==> src/rtl/mat_pkg.sv <==
// Shared definitions for the LED-matrix frame controller and scanner.
// Latency: n/a (types and constants only).
// Backpressure: n/a.
package mat_pkg;

    localparam int ROW_IDX_W        = 3;
    localparam int ROW_W            = 8;
    localparam int NUM_ROWS         = 8;
    // 8 rows x 5001 clocks per row; the scanner uses the same figure
    localparam int FRAME_CYCLES_DEF = 40008;

    typedef enum logic [1:0] {
        ST_IDLE    = 2'd0,
        ST_PENDING = 2'd1,
        ST_ACK     = 2'd2
    } state_t;

endpackage

==> src/rtl/mat_frame_timer.sv <==
// Free-running frame counter; flags the last cycle of each frame and pulses a tick after it.
// Latency: o_boundary is combinational from the counter, o_frame_tick is registered one edge later.
// Backpressure: none, runs continuously.
// Ports: i_clk, i_rst_n (async active-low), o_boundary (fcnt == FRAME_CYCLES-1),
//        o_frame_tick (high while fcnt == 0 after a wrap, never right after reset).
module mat_frame_timer
    import mat_pkg::*;
#(
    parameter int FRAME_CYCLES = FRAME_CYCLES_DEF
) (
    input  logic i_clk,
    input  logic i_rst_n,
    output logic o_boundary,
    output logic o_frame_tick
);

    localparam int CW = (FRAME_CYCLES > 1) ? $clog2(FRAME_CYCLES) : 1;

    logic [CW-1:0] r_fcnt;
    logic          r_tick;
    logic          w_boundary;

    assign w_boundary   = (r_fcnt == CW'(FRAME_CYCLES - 1));
    assign o_boundary   = w_boundary;
    assign o_frame_tick = r_tick;

    always_ff @(posedge i_clk or negedge i_rst_n) begin
        if (!i_rst_n) begin
            r_fcnt <= '0;
            r_tick <= 1'b0;
        end else begin
            r_fcnt <= w_boundary ? '0 : r_fcnt + 1'b1;
            r_tick <= w_boundary;
        end
    end

endmodule

==> src/rtl/mat_frame_ctrl.sv <==
// Double-buffered row-pattern store; back buffer copied to the displayed front buffer on a frame boundary.
// Latency: write lands 1 edge after wr_en; swap lands on the next boundary edge, swap_ack one cycle after.
// Backpressure: wr_ready low while a swap is pending or being acknowledged; writes then dropped.
// Ports: clock, rst_n (async active-low), wr_en/wr_row/wr_data/wr_ready (back-buffer write),
//        swap_req/swap_ack (level request, one-cycle ack), blink, frame_tick, m0..m7 (to scanner).
// Optional blink masking is compiled in with `define MAT_BLINK_EN.
module mat_frame_ctrl
    import mat_pkg::*;
#(
    parameter int FRAME_CYCLES = FRAME_CYCLES_DEF,
    parameter int BLINK_FRAMES = 25
) (
    input  logic                 clock,
    input  logic                 rst_n,
    input  logic                 wr_en,
    input  logic [ROW_IDX_W-1:0] wr_row,
    input  logic [ROW_W-1:0]     wr_data,
    output logic                 wr_ready,
    input  logic                 swap_req,
    output logic                 swap_ack,
    input  logic                 blink,
    output logic                 frame_tick,
    output logic [ROW_W-1:0]     m0,
    output logic [ROW_W-1:0]     m1,
    output logic [ROW_W-1:0]     m2,
    output logic [ROW_W-1:0]     m3,
    output logic [ROW_W-1:0]     m4,
    output logic [ROW_W-1:0]     m5,
    output logic [ROW_W-1:0]     m6,
    output logic [ROW_W-1:0]     m7
);

    state_t           r_state;
    state_t           w_state_nxt;
    logic             w_boundary;
    logic             w_tick;
    logic             w_do_swap;
    logic             w_blank;
    logic [ROW_W-1:0] r_back  [NUM_ROWS];
    logic [ROW_W-1:0] r_front [NUM_ROWS];

    mat_frame_timer #(
        .FRAME_CYCLES (FRAME_CYCLES)
    ) u_timer (
        .i_clk        (clock),
        .i_rst_n      (rst_n),
        .o_boundary   (w_boundary),
        .o_frame_tick (w_tick)
    );

    assign frame_tick = w_tick;

    always_ff @(posedge clock or negedge rst_n) begin
        if (!rst_n) begin
            r_state <= ST_IDLE;
        end else begin
            r_state <= w_state_nxt;
        end
    end

    // A request first seen in a boundary cycle only reaches PENDING after that
    // boundary, so it waits a full frame for the next one.
    always_comb begin
        w_state_nxt = r_state;
        case (r_state)
            ST_IDLE:    if (swap_req)   w_state_nxt = ST_PENDING;
            ST_PENDING: if (w_boundary) w_state_nxt = ST_ACK;
            ST_ACK:                     w_state_nxt = ST_IDLE;
            default:                    w_state_nxt = ST_IDLE;
        endcase
    end

    always_comb begin
        wr_ready  = (r_state == ST_IDLE);
        swap_ack  = (r_state == ST_ACK);
        w_do_swap = (r_state == ST_PENDING) && w_boundary;
    end

    // Writes and the copy never coincide: writes need IDLE, the copy needs PENDING.
    // The back buffer is kept across swaps so only changed rows need rewriting.
    always_ff @(posedge clock or negedge rst_n) begin
        if (!rst_n) begin
            for (int i = 0; i < NUM_ROWS; i++) begin
                r_back[i]  <= '0;
                r_front[i] <= '0;
            end
        end else begin
            if (wr_en && wr_ready) begin
                r_back[wr_row] <= wr_data;
            end
            if (w_do_swap) begin
                for (int i = 0; i < NUM_ROWS; i++) begin
                    r_front[i] <= r_back[i];
                end
            end
        end
    end

`ifdef MAT_BLINK_EN
    localparam int BCW = (BLINK_FRAMES > 1) ? $clog2(BLINK_FRAMES) : 1;

    logic [BCW-1:0] r_bcnt;
    logic           r_phase_on;

    // Phase flips after every BLINK_FRAMES frame ticks; it only gates the
    // outputs, the front buffer itself is untouched.
    always_ff @(posedge clock or negedge rst_n) begin
        if (!rst_n) begin
            r_bcnt     <= '0;
            r_phase_on <= 1'b1;
        end else if (w_tick) begin
            if (r_bcnt == BCW'(BLINK_FRAMES - 1)) begin
                r_bcnt     <= '0;
                r_phase_on <= ~r_phase_on;
            end else begin
                r_bcnt <= r_bcnt + 1'b1;
            end
        end
    end

    assign w_blank = blink & ~r_phase_on;
`else
    localparam int unused_blink_frames = BLINK_FRAMES;
    logic w_unused_blink;

    assign w_unused_blink = blink;
    assign w_blank        = 1'b0;
`endif

    assign m0 = w_blank ? '0 : r_front[0];
    assign m1 = w_blank ? '0 : r_front[1];
    assign m2 = w_blank ? '0 : r_front[2];
    assign m3 = w_blank ? '0 : r_front[3];
    assign m4 = w_blank ? '0 : r_front[4];
    assign m5 = w_blank ? '0 : r_front[5];
    assign m6 = w_blank ? '0 : r_front[6];
    assign m7 = w_blank ? '0 : r_front[7];

endmodule
==> config.mk <==
export PLATFORM = sky130hd
export DESIGN_NAME = mat_frame_ctrl
export DESIGN_NICKNAME = d
export VERILOG_FILES = /design/src/rtl/mat_pkg.sv /design/src/rtl/mat_frame_timer.sv /design/src/rtl/mat_frame_ctrl.sv
export SDC_FILE = /design/constraint.sdc
export NUM_CORES = 1
export LEC_CHECK = 0
export CORE_MARGIN = 3
export CORE_UTILIZATION = 59
export DETAILED_ROUTE_END_ITERATION = 8
export GPL_TIMING_DRIVEN = 0
export MAX_ROUTING_LAYER = met4
export PLACE_DENSITY = 0.85
export SYNTH_ARGS = -nofsm -noshare
export SYNTH_HDL_FRONTEND = slang
export SYNTH_SLANG_ARGS = --single-unit
==> constraint.sdc <==
create_clock -name clock -period 5.76 [get_ports clock]
set_input_delay 0.576 -clock clock [delete_from_list [all_inputs] [get_ports clock]]
set_output_delay 0.576 -clock clock [all_outputs]
set_load 0.02 [all_outputs]
==> impl_metrics.sql, run 1 <==
INSERT INTO impl_metrics (metric_group, metric, value, unit) VALUES
('outcome', 'run_status', 'finished, final reports clean', ''),
('global_route', 'antenna_found_initial', '0', ''),
('cts', 'cts-root-to-sink-buffers', '2', ''),
('pwr', 'leakage_power', '3.63', 'nW'),
('layout', 'finish.net_count', '475', ''),
('detailed_routing', 'per_cell_via_count_in_the_routed_design', '5.51', ''),
('floorplanning', 'design.portCount', '83', ''),
('cts', 'number_of_setup_buffers_added_after_cts', '0', ''),
('worst_hold_path', 'worst_hold_path_type', 'in -> async', ''),
('synth', 'sequential_cell_area_fraction_in_the_yosys_report', '61.6', '%'),
('synth', 'yosys_register_bits', '147', ''),
('pwr', 'internal-power', '1.72', 'mW'),
('timing', 'post-route-min-period', '2.33', 'ns'),
('timing', 'grt_setup_unrepaired', 'false', ''),
('synth', 'synth_cells', '357', ''),
('critical_path', 'crit_fanout', '7', ''),
('layout', 'fin_util', '77.0', '%'),
('timing', 'timing.fmax', '429', 'MHz'),
('detailed_routing', 'route.antenna.remaining_nets', '0', ''),
('detailed_routing', 'first_pass_iters', '4', ''),
('global_route', 'grt_first_pass_wirelength', '20100', 'um'),
('critical_path', 'worstSetupStartpoint', 'r_state[0]$_DFFE_PN0P_', ''),
('synth', 'synth.cells.most_frequent', 'sky130_fd_sc_hd__dfrtp_1 (147), sky130_fd_sc_hd__mux2_2 (60), sky130_fd_sc_hd__mux2_4 (60)', ''),
('synth', 'post_synth.cell_area_avg', '16.7', 'um^2'),
('synth', 'yosys.area.top_type_share', '61.6', '%'),
('synth', 'synth.area.top_cells', 'sky130_fd_sc_hd__dfrtp_1 (62%), sky130_fd_sc_hd__mux2_4 (15%), sky130_fd_sc_hd__mux2_2 (11%)', ''),
('critical_path', 'r2r-start', 'u_timer.r_fcnt[0]$_DFF_PN0_', ''),
('global_route', 'first_global_vias', '3641', ''),
('job', 'number_of_max_cap_violations', '0', ''),
('synth', 'async_reset_ff_share', '100', '%'),
('timing', 'tightest_slew', '0.539', 'ns'),
('cts', 'cts_hold_buffers', '0', ''),
('pwr', 'p_sw', '450', 'uW'),
('cts', 'path_clk_slew', '0.06', 'ns'),
('global_route', 'grt_max_degree', '92', ''),
('layout', 'final.fill_count', '597', ''),
('critical_path', 'cpLargestDelayFamily', 'buffers and inverters', ''),
('pwr', 'power_per_cell_area', '288', 'nW/um^2'),
('critical_path', 'critPathLaunchType', 'flop', ''),
('pwr', 'share_clk_of_total_power', '49.0', '%'),
('detailed_routing', 'drt_wl_total', '12300', 'um'),
('critical_path', 'crit_path_top_delay_cell', 'sky130_fd_sc_hd__clkdlybuf4s50_1', ''),
('synth', 'synthDistinctLibCells', '30', ''),
('global_route', 'use_met1', '29.9', '%'),
('detailed_routing', 'post-route-drc-count', '0', ''),
('critical_path', 'timing.critical_path.required', '5.18', 'ns'),
('synth', 'synth.yosys.warnings', '0', ''),
('critical_path', 'max_incr_delay_on_cp', '0.63', 'ns'),
('floorplanning', 'start_util', '60.9', '%'),
('timing', 'totalNegativeSetupSlack', '0', 'ns'),
('floorplanning', 'fp.dieH', '107', 'um'),
('timing', 'relSlewSlack', '64.1', '%'),
('global_route', 'gr-usage-met2', '39.4', '%'),
('critical_path', 'timing.setup.critical_path_class', 'reg -> out', ''),
('synth', 'post-synth-top-count-cell', 'sky130_fd_sc_hd__dfrtp_1', ''),
('cts', 'tritoncts.num_buffers', '17', ''),
('place', 'dpl.hpwl', '7680', 'um'),
('place', 'globalplace.congestion', '0.787', ''),
('timing', 'timing.final.setup_violations', '0', ''),
('place', 'port_buffers', '81', ''),
('pwr', 'ir_worst_vdd', '0.000302', 'V'),
('critical_path', 'worst-endpoint-arrival', '1.75', 'ns'),
('floorplanning', 'die_area', '11400', 'um^2'),
('pwr', 'pwr-share-seq', '48.4', '%'),
('cts', 'cts_htree_levels', '4', ''),
('synth', 'edff_count_synth', '0', ''),
('timing', 'clock_skew', '0.00991', 'ns'),
('cts', 'cts-root-buf', 'sky130_fd_sc_hd__clkbuf_8', ''),
('pwr', 'switching_share', '20.7', '%'),
('synth', 'synth_top_flop_cell', 'sky130_fd_sc_hd__dfrtp_1', ''),
('global_route', 'grtUsageMet3', '6.68', '%');
-- power by group through the flow --
stage	Clock, mW	Sequential, mW	Combinational [mW]
2_1_floorplan	0	1.07	0.0127
4_1_cts	1.08	1.05	0.0566
3_5_place_dp	0	1.07	0.0555
5_1_grt	1.13	1.05	0.0610
3_3_place_gp	0	1.07	0.0510
6_report	1.07	1.05	0.0551
-- registers in the layout (all words and copies together) (netlist names) --
register / count
m1: 8
m3: 8
m2: 8
u_timer.r_fcnt: 16
r_back: 64
m5: 8
m7: 8
m6: 8
m0: 8
m4: 8
r_state: 2
u_timer.o_frame_tick: 1
-- layout by cell type, fill, tap and decap left out, types with 5 or more instances in the layout --
master	count
sky130_fd_sc_hd__nand3_1	5
sky130_fd_sc_hd__nand2_1	11
sky130_fd_sc_hd__clkinv_2	6
sky130_fd_sc_hd__buf_12	6
sky130_fd_sc_hd__dfrtp_1	147
sky130_fd_sc_hd__mux2_4	60
sky130_fd_sc_hd__mux2_1	8
sky130_fd_sc_hd__nand4_1	5
sky130_fd_sc_hd__clkbuf_1	5
sky130_fd_sc_hd__clkdlybuf4s50_1	80
sky130_fd_sc_hd__nor2_1	11
sky130_fd_sc_hd__mux2_2	60
sky130_fd_sc_hd__xor2_1	7
sky130_fd_sc_hd__xnor2_1	5
sky130_fd_sc_hd__clkbuf_16	16
sky130_fd_sc_hd__clkbuf_8	5
-- routing by layer --
layer / part of all wire, % / vias to the layer above
met1: 43 / 1765
met5: 0 / -
met3: 4.0 / 21
li1: - / 1468
met2: 51 / 75
met4: 1.5 / 0
-- logic make-up after synthesis --
group	after synthesis	share of synthesized area (%)
and+or+nand+nor	53	5.59
buffers and inverters	13	2.62
DFF	147	61.6
xor gates and xnor gates	12	1.76
adders and majority gates	1	0.209
AOI/OAI and AO/OA	2	0.209
muxes	129	28.1
-- layout make-up --
| type | instances | area [um^2] | share of cell area [%] |
|---|---|---|---|
| sequential | 147 | 3680 | 48.7 |
| multi-input combinational | 197 | 2140 | 28.3 |
| timing repair buffer | 82 | 840 | 11.1 |
| clock buffer | 22 | 473 | 6.26 |
| tap | 133 | 166 | 2.20 |
| buffer | 13 | 156 | 2.07 |
| clock inverter | 10 | 105 | 1.39 |
-- worst register-to-register path, stage by stage, from the launching register on --
cell                       delay, ns
sky130_fd_sc_hd__dfrtp_1        0.38
sky130_fd_sc_hd__ha_1           0.30
sky130_fd_sc_hd__and4bb_1       0.27
sky130_fd_sc_hd__nand4_2        0.14
sky130_fd_sc_hd__nor3b_2        0.20
sky130_fd_sc_hd__buf_6          0.23
sky130_fd_sc_hd__buf_12         0.18
sky130_fd_sc_hd__mux2_4         0.32
-- worst paths after layout --
path / to / slack [ns] / cells after the start
worst max-delay path: wr_ready / 3.43 / 2
worst min-delay path: m3[1]$_DFFE_PN0P_ / 0.006 / 1
worst max register to register: m2[2]$_DFFE_PN0P_ / 3.63 / 7
worst min register to register: u_timer.r_fcnt[0]$_DFF_PN0_ / 0.47 / 1
max in group asynchronous: r_back[23]$_DFFE_PN0P_ / 4.92 / 2
min in group clock: u_timer.r_fcnt[0]$_DFF_PN0_ / 0.47 / 1
-- metrics by stage --
step	setup slack, ns	area (um^2)	cells	power, mW	hold slack [ns]
finish	3.43	7560	604	2.17	0.00596
global route	3.34	7560	604	2.25	0.0250
CTS	3.40	7560	604	2.19	0.0150
detailed placement	3.44	6980	572	1.13	0.468
global placement	-1.38	6950	571	1.12	0.457
floorplan	3.86	5980	357	1.08	0.280
(Power assumes the default switching activity.)
==> run 2, diff against run 1 <==
- CORE_UTILIZATION: 59 -> 54
- PLACE_DENSITY: 0.85 -> 0.79
- clock period: 5.76 -> 2.3 ns (I/O delays scaled with it)
==> impl_metrics.sql, run 2 (synthesis results as in run 1) <==
INSERT INTO impl_metrics (metric_group, metric, value, unit) VALUES
('cts', 'cts_htree_levels', '4', ''),
('cts', 'number_of_setup_buffers_added_after_cts', '0', ''),
('critical_path', 'r2r_slack', '0.16', 'ns'),
('detailed_routing', 'per_cell_via_count_in_the_routed_design', '5.39', ''),
('global_route', 'antenna_found_initial', '0', ''),
('critical_path', 'reg2reg_to', 'm6[1]$_DFFE_PN0P_', ''),
('layout', 'reg_top3', 'r_back x64, u_timer.r_fcnt x16', ''),
('layout', 'fin_util', '72.0', '%'),
('timing', 'timing.final.setup_violations', '0', ''),
('pwr', 'power_per_cell_area', '730', 'nW/um^2'),
('critical_path', 'worst-r2r-cell-count', '7', ''),
('cts', 'post_cts.resized_instances', '0', ''),
('detailed_routing', 'first_pass_iters', '4', ''),
('pwr', 'ir_worst_vdd', '0.000480', 'V'),
('job', 'number_of_max_cap_violations', '0', ''),
('pwr', 'leakage_power', '3.63', 'nW'),
('layout', 'top_register', 'r_back', ''),
('layout', 'flow.area_growth_from_synthesis', '27.2', '%'),
('global_route', 'grt_first_pass_wirelength', '19500', 'um'),
('critical_path', 'crit_fanout', '10', ''),
('detailed_routing', 'dr_total_vias', '3275', ''),
('pwr', 'switching_share', '21.3', '%'),
('detailed_routing', 'wl_per_cell', '19.1', 'um'),
('pwr', 'internal-power', '4.37', 'mW'),
('timing', 'hold_viol_final', '0', ''),
('layout', 'largest_register_ffs', '64', ''),
('pwr', 'share_clk_of_total_power', '50.0', '%'),
('critical_path', 'timing.critical_path.required', '2.70', 'ns'),
('floorplanning', 'die_area', '12400', 'um^2'),
('critical_path', 'crit_end', 'm6[1]$_DFFE_PN0P_', ''),
('pwr', 'pwr-share-seq', '47.5', '%'),
('floorplanning', 'fp.dieH', '111', 'um'),
('timing', 'period_share', '92.9', '%'),
('floorplanning', 'number_of_cell_rows', '37', ''),
('global_route', 'first_global_vias', '3549', ''),
('layout', 'most_common_library_cell_in_the_layout_ignoring_fill_and_taps', 'sky130_fd_sc_hd__dfrtp_1', ''),
('detailed_routing', 'post-route-drc-count', '0', ''),
('floorplanning', 'design.portCount', '83', ''),
('detailed_routing', 'drt_wl_total', '11600', 'um'),
('timing', 'tightest_slew', '0.736', 'ns'),
('global_route', 'track_usage', '20.8', '%'),
('cts', 'clock_sink_count', '147', ''),
('layout', 'finish.net_count', '476', ''),
('timing', 'relSlewSlack', '50.9', '%'),
('place', 'dpl.hpwl', '7720', 'um'),
('timing', 'timing.final.max_slew_violations', '0', ''),
('layout', 'final_cell_mix', 'sky130_fd_sc_hd__dfrtp_1 (147), sky130_fd_sc_hd__clkdlybuf4s50_1 (80), sky130_fd_sc_hd__mux2_2 (60), sky130_fd_sc_hd__mux2_4 (60), sky130_fd_sc_hd__clkbuf_16 (16)', ''),
('cts', 'worstSkewPairLatency', '0.52', 'ns'),
('cts', 'tritoncts.num_buffers', '17', ''),
('cts', 'cts-root-to-sink-buffers', '2', ''),
('timing', 'clock_skew', '0.0109', 'ns'),
('critical_path', 'timing.setup.critical_path_class', 'reg -> reg', ''),
('cts', 'cts-root-buf', 'sky130_fd_sc_hd__clkbuf_8', ''),
('critical_path', 'r2r-start', 'u_timer.r_fcnt[0]$_DFF_PN0_', ''),
('floorplanning', 'start_util', '56.6', '%'),
('cts', 'cts_tree', 'yes', ''),
('detailed_routing', 'route.antenna.remaining_nets', '0', ''),
('cts', 'path_clk_slew', '0.06', 'ns'),
('place', 'port_buffers', '81', ''),
('critical_path', 'worstSetupStartpoint', 'u_timer.r_fcnt[0]$_DFF_PN0_', ''),
('outcome', 'run_status', 'finished, final reports clean', ''),
('place', 'globalplace.congestion', '0.755', ''),
('timing', 'totalNegativeSetupSlack', '0', 'ns'),
('pwr', 'p_sw', '1.18', 'mW'),
('timing', 'grt_setup_unrepaired', 'false', ''),
('floorplanning', 'core', '10600', 'um^2'),
('floorplanning', 'fp.dieW', '111', 'um'),
('timing', 'timing.fmax', '468', 'MHz'),
('detailed_routing', 'drt-initial-drc-count', '173', ''),
('layout', 'antenna_cells_inserted', '0', ''),
('global_route', 'globalRouteOverflowTotal', '0', ''),
('global_route', 'grt_max_degree', '84', ''),
('worst_hold_path', 'worst_hold_path_type', 'in -> reg', ''),
('pwr', 'combPwrFrac', '2.5', '%'),
('critical_path', 'endpoint_kind', 'flop', ''),
('timing', 'post-route-min-period', '2.14', 'ns'),
('critical_path', 'critPathLaunchType', 'flop', ''),
('layout', 'drive_gt1_share', '35.8', '%'),
('critical_path', 'worst-endpoint-arrival', '2.53', 'ns');
## run 2: changes by cell type in the layout (fill, tap and decap cells not counted)
cell and delta:
sky130_fd_sc_hd__dlygate4sd3_1 +1, sky130_fd_sc_hd__clkbuf_8 -3, sky130_fd_sc_hd__inv_6 +3, sky130_fd_sc_hd__clkinvlp_4 +1, sky130_fd_sc_hd__clkbuf_1 -1, sky130_fd_sc_hd__bufinv_16 +1
sky130_fd_sc_hd__clkinv_4 +4, sky130_fd_sc_hd__clkinv_2 -5
## run 2: metal layers
| layer | GRT usage, % | routed length [um] |
|---|---|---|
| met3 | 5.46 | 520 |
| met4 | 5.84 | 153 |
| met2 | 31.9 | 5770 |
| met5 | - | 0 |
| met1 | 27.7 | 5160 |
## run 2: area by class of cell
class	instances	area [um^2]
multi-input combinational	197	2140
sequential	147	3680
timing repair buffer	83	850
tap	136	170
clock inverter	14	179
fill	701	2950
buffer	13	156
clock buffer	18	428
## run 2: timing repair
item	in CTS	in global routing
endpoints found under the hold margin	82	0
endpoints found under the setup margin	0	0
hold buffers	1	0
## run 2: power by group through the flow
stage               Sequential, mW  Combinational (mW)  Clock (mW)
global route                  2.64               0.155        2.93
CTS                           2.64               0.143        2.82
global placement              2.68               0.130           0
finish                        2.64               0.138        2.78
detailed placement            2.68               0.140           0
floorplan                     2.68              0.0319           0
## run 2: how the worst min path moves through the flow
stage,from,endpoint,cells after the start
6_report,swap_req,r_state[0]$_DFFE_PN0P_,3
2_1_floorplan,rst_n,m0[0]$_DFFE_PN0P_,0
3_3_place_gp,u_timer.r_fcnt[0]$_DFF_PN0_,u_timer.r_fcnt[0]$_DFF_PN0_,1
5_1_grt,swap_req,r_state[0]$_DFFE_PN0P_,3
3_5_place_dp,rst_n,m1[3]$_DFFE_PN0P_,1
4_1_cts,swap_req,r_state[0]$_DFFE_PN0P_,3
## run 2: stage by stage
stage	hold WS, ns	std cells	setup slack (ns)	area, um^2	total power, mW
after floorplan	-0.0656	357	0.401	5980	2.71
after global placement	0.459	574	-4.61	6960	2.81
after detailed placement	0.326	575	0.178	6990	2.82
after CTS	0.304	608	0.158	7600	5.60
after global routing	0.312	608	0.0251	7600	5.73
final	0.321	608	0.164	7600	5.55
## run 2: critical path: stages (launching register included)
cell and delay (ns):
sky130_fd_sc_hd__dfrtp_1 0.38, sky130_fd_sc_hd__ha_1 0.31, sky130_fd_sc_hd__and4bb_1 0.28, sky130_fd_sc_hd__nand4_2 0.13, sky130_fd_sc_hd__nor3b_2 0.20, sky130_fd_sc_hd__buf_6 0.24
sky130_fd_sc_hd__buf_12 0.18, sky130_fd_sc_hd__mux2_4 0.31
